### src/rtl/snake_plot_arbiter.sv
// Three-way arbiter that hands the VGA plot port to one requester for a 4x4 pixel block burst.
// Define PLOT_RR_EN for round-robin selection; otherwise fixed priority 0 > 1 > 2.
module snake_plot_arbiter #(
  parameter int X_W = 8,
  parameter int Y_W = 7
) (
  input  logic               clk,
  input  logic               rst,
  input  logic [2:0]         req,
  input  logic [3*X_W-1:0]   req_x,
  input  logic [3*Y_W-1:0]   req_y,
  input  logic [8:0]         req_colour,
  input  logic               abort,
  output logic [2:0]         grant,
  output logic [2:0]         done,
  output logic [X_W-1:0]     vga_x,
  output logic [Y_W-1:0]     vga_y,
  output logic [2:0]         vga_colour,
  output logic               vga_plot
);

  typedef enum logic [1:0] {IDLE, BURST, DONE} state_t;

  state_t         state;
  logic [3:0]     cnt;
  logic [3:0]     cnt_nxt;
  logic [X_W-1:0] lat_x;
  logic [Y_W-1:0] lat_y;
  logic [2:0]     lat_colour;
  logic [1:0]     sel;
  logic [X_W-1:0] sel_x;
  logic [Y_W-1:0] sel_y;
  logic [2:0]     sel_colour;

`ifdef PLOT_RR_EN
  logic [1:0] last;

  // Search begins one past the last owner and wraps modulo 3.
  always_comb begin
    sel = 2'd0;
    case (last)
      2'd0:    if (req[1]) sel = 2'd1; else if (req[2]) sel = 2'd2; else sel = 2'd0;
      2'd1:    if (req[2]) sel = 2'd2; else if (req[0]) sel = 2'd0; else sel = 2'd1;
      default: if (req[0]) sel = 2'd0; else if (req[1]) sel = 2'd1; else sel = 2'd2;
    endcase
  end
`else
  always_comb begin
    sel = 2'd0;
    if (req[0])      sel = 2'd0;
    else if (req[1]) sel = 2'd1;
    else             sel = 2'd2;
  end
`endif

  assign sel_x      = req_x[int'(sel)*X_W +: X_W];
  assign sel_y      = req_y[int'(sel)*Y_W +: Y_W];
  assign sel_colour = req_colour[int'(sel)*3 +: 3];
  assign cnt_nxt    = cnt + 4'd1;

  always_ff @(posedge clk or negedge rst) begin
    if (!rst) begin
      state      <= IDLE;
      cnt        <= '0;
      lat_x      <= '0;
      lat_y      <= '0;
      lat_colour <= '0;
      grant      <= '0;
      done       <= '0;
      vga_plot   <= 1'b0;
      vga_x      <= '0;
      vga_y      <= '0;
      vga_colour <= '0;
`ifdef PLOT_RR_EN
      last       <= 2'd2;
`endif
    end else begin
      done <= '0;
      case (state)
        IDLE: begin
          if (|req && !abort) begin
            state      <= BURST;
            cnt        <= '0;
            lat_x      <= sel_x;
            lat_y      <= sel_y;
            lat_colour <= sel_colour;
            grant      <= 3'b001 << sel;
            vga_plot   <= 1'b1;
            vga_x      <= sel_x;
            vga_y      <= sel_y;
            vga_colour <= sel_colour;
`ifdef PLOT_RR_EN
            last       <= sel;
`endif
          end
        end
        BURST: begin
          if (abort) begin
            state      <= IDLE;
            grant      <= '0;
            vga_plot   <= 1'b0;
            vga_x      <= '0;
            vga_y      <= '0;
            vga_colour <= '0;
          end else if (cnt == 4'd15) begin
            state      <= DONE;
            done       <= grant;
            vga_plot   <= 1'b0;
            vga_x      <= '0;
            vga_y      <= '0;
            vga_colour <= '0;
          end else begin
            // Pixel address is precomputed from the next count so outputs stay registered.
            cnt        <= cnt_nxt;
            vga_x      <= lat_x + X_W'(cnt_nxt[1:0]);
            vga_y      <= lat_y + Y_W'(cnt_nxt[3:2]);
            vga_colour <= lat_colour;
          end
        end
        DONE: begin
          state <= IDLE;
          grant <= '0;
          cnt   <= '0;
        end
        default: begin
          state    <= IDLE;
          grant    <= '0;
          vga_plot <= 1'b0;
        end
      endcase
    end
  end

endmodule
### config.mk
export PLATFORM = sky130hd
export DESIGN_NAME = snake_plot_arbiter
export DESIGN_NICKNAME = d
export VERILOG_FILES = /design/src/rtl/snake_plot_arbiter.sv
export SDC_FILE = /design/constraint.sdc
export NUM_CORES = 1
export LEC_CHECK = 0
export BUFFER_PORTS_ARGS = -buffer_cell sky130_fd_sc_hd__buf_2
export CAP_MARGIN = 25
export CORE_MARGIN = 1.5
export CORE_UTILIZATION = 40
export CTS_CLUSTER_DIAMETER = 150
export DETAILED_ROUTE_END_ITERATION = 8
export SLEW_MARGIN = 20
export SYNTH_ARGS = -nofsm -noshare
export SYNTH_HDL_FRONTEND = slang
export SYNTH_SLANG_ARGS = --single-unit
export TNS_END_PERCENT = 30
### constraint.sdc
create_clock -name clk -period 6 [get_ports clk]
set_clock_uncertainty 0.2 [all_clocks]
set_input_delay 1.2 -clock clk [delete_from_list [all_inputs] [get_ports clk]]
set_output_delay 1.2 -clock clk [all_outputs]
set_load 0.02 [all_outputs]
==> results.tsv <==
metric	value	unit
synth.most_common_cell	dfrtp_1	
fill_cells	620	
syn-mean-instance-area	10.5	um^2
timing.rr.end	vga_y[6]	
clock-sinks	49	
status	finished with violations	
dieArea	7330	um^2
pwr-share-clk	19.3	%
synth_fp_nets	327	
synth_ff_type	dfrtp_1	
fin_setup_tns	0	ns
port-buffer-count	84	
synth_commonest_cells	dfrtp_1, nor2_1, mux2i_1	
p_sw	0.000360	W
synthCells	260	
yosysWarnings	0	
ant_nets	0	
grt_usage	17.9	%
cp-start-kind	primary input	
drive_gt1_share	34.6	%
wl_per_cell	15.2	um
p_comb_share	34.0	%
yosysSeqAreaShare	44.9	%
rows	29	
cts_tree	yes	
reg2reg_depth	8	
clk_path_buf_depth	2	
finalPower	0.00101	W
finalCritPeriodShare	52.4	%
fmax	0.318	GHz
slew_headroom	49.7	%
place_ws	2.06	ns
whs_endpoint	lat_colour[0]	
grt_max_degree	50	
synth_top_area_cell	dfrtp_1	
finalNetCount	405	
gp_congestion	0.762	
fp.dieH	85.6	um
synth_edf_count	0	
ys_types	40	
drc	4	
drt-total-wl	6300	um
ioPinCount	85	
p_sw_share	35.7	%
r2r_setup_slack	3.58	ns
crit_required	5.98	ns
ys_ff_latch	49	
p_int	0.000647	W
p_per_area	308	nW/um^2
drt_pre_antenna_iters	6	
cts_buffers	5	
ctsResizeCount	0	
finalCriticalPeriod	3.15	ns
drv_slew	0	
maxCapViolCount	0	
grt_first_pass_wirelength	10300	um
first_iter_violations	106	
holdPathStages	2	
fin_util	50.6	%
min_path_type	flip-flop to flip-flop	
core_area	6460	um^2
clock_latency	0.30	ns
max_slew.worst_pin.slew	0.755	ns
via_count	2219	
rsz0062_at_grt	no	
finalSetupViolCount	0	
path_class	primary input to flip-flop	
grt_overflow_total	0	
clkTransAtPathRegs	0.08	ns
r2r_start	cnt[0]	
synth_area	2730	um^2
path_max_fanout	30	
antenna_cells	0	
yosys-top-cells-area	dfrtp_1, mux2i_1, mux2_2, nor2_1, o21ai_0	
seqPwrFrac	46.7	%
synth_top_area_share	44.9	%
antenna_found_initial	0	
start_util	42.3	%
cts_root_buf	clkbuf_8	
syn2layout_area_growth	19.7	%
worst_slack	2.85	ns
p_leak	1.64	nW
post-cts-setup-buffers	0	
worstSetupEndpointType	flip-flop	
fp.dieW	85.6	um
synthArstFlopShare	100	%
dp_hpwl	4430	um
hold_violations	0	
vdd_drop_max	0.144	mV
violations	design-rule violations	
hold_start	lat_colour[0]	
htreeDepth	2	
crit_arrival	3.13	ns
vias_per_cell	5.35	
grt_pass1_vias	2174	
hold_buffers	0	
-- final cells by class --
cell class	instances	area [um^2]	area share, %
Clock buffer	7	86.3	2.64
Sequential cell	49	1230	37.5
Timing Repair Buffer	87	440	13.5
Tap cell	77	96.3	2.95
Inverter	5	18.8	0.574
Multi-Input combinational cell	190	1400	42.9
-- power by group through the flow --
stage,Clock (W),Combinational [W],Sequential [W]
finish,0.000194,0.000343,0.000469
global route,0.000216,0.000384,0.000480
detailed placement,0,0.000345,0.000474
CTS,0.000201,0.000345,0.000469
floorplan,0,0.000194,0.000508
global placement,0,0.000338,0.000474
-- per-stage QoR --
stage          hold WS, ns  area, um^2  std cells
2_1_floorplan        0.242        2730        260
3_3_place_gp         0.254        3170        406
3_5_place_dp         0.263        3170        406
4_1_cts              0.282        3260        413
5_1_grt              0.316        3270        415
6_report             0.279        3270        415
-- worst max-delay path, stage by stage --
cell and delay [ns]:
buf_2 0.58, nor3_2 0.17, nor4_2 0.33, buf_2 0.29
nor2_1 0.16, a221o_1 0.40
-- placed cells by master (no fill, tap or decap), types with 4 or more instances in the layout --
cell | synthesis | final
inv_1 | 5 | 5
o21ai_0 | 16 | 16
nand3_1 | 4 | 4
a21o_1 | 7 | 7
nor2_1 | 23 | 23
nor3b_1 | 6 | 6
a21oi_1 | 15 | 15
mux2_2 | 15 | 15
o22a_1 | 7 | 7
xnor2_1 | 8 | 8
a211oi_2 | 4 | 4
nand2_1 | 17 | 17
xor2_1 | 5 | 5
mux2i_1 | 18 | 18
ha_1 | 5 | 5
o22ai_1 | 4 | 4
clkbuf_8 | 0 | 6
a221o_1 | 7 | 7
dfrtp_1 | 49 | 49
and2_1 | 7 | 7
buf_2 | 7 | 85
-- routing by layer --
layer / part of all wire [%] / GRT usage (%) / vias to the layer above / routed length (um)
li1: - / - / 1092 / -
met1: 48 / 24.6 / 1067 / 3000
met2: 47 / 28.1 / 58 / 2950
met3: 5.1 / 4.91 / 2 / 321
met4: 0.57 / 4.99 / 0 / 36
met5: 0 / 0 / - / 0
-- kinds of logic after synthesis --
logic type	count (synthesis)	synth area share, %
AND/OR/NAND/NOR	71	13.5
AO/OA/AOI/OAI	66	16.9
flip-flops	49	44.9
multiplexers	33	12.8
buffers and inverters	21	4.03
XOR/XNOR	13	4.17
adder cells (fa/ha/maj)	7	3.76
-- state kept, by name (all words and copies together), names as in the netlist --
register	cells
grant	3
state	2
vga_colour	3
vga_y	7
lat_colour	3
vga_plot	1
vga_x	8
lat_y	7
cnt	4
lat_x	8
done	3
-- worst max path at each step --
stage,endpoint,from,depth (start not counted),slack (ns)
2_1_floorplan,vga_x[0],abort,4,3.46
3_3_place_gp,vga_x[0],req[0],5,2.17
3_5_place_dp,vga_y[6],req[0],5,2.06
4_1_cts,vga_x[7],req[0],5,2.39
5_1_grt,vga_colour[2],req[0],6,2.70
6_report,vga_x[7],req[0],6,2.85
Note: power is estimated with default switching activity, not from simulation.
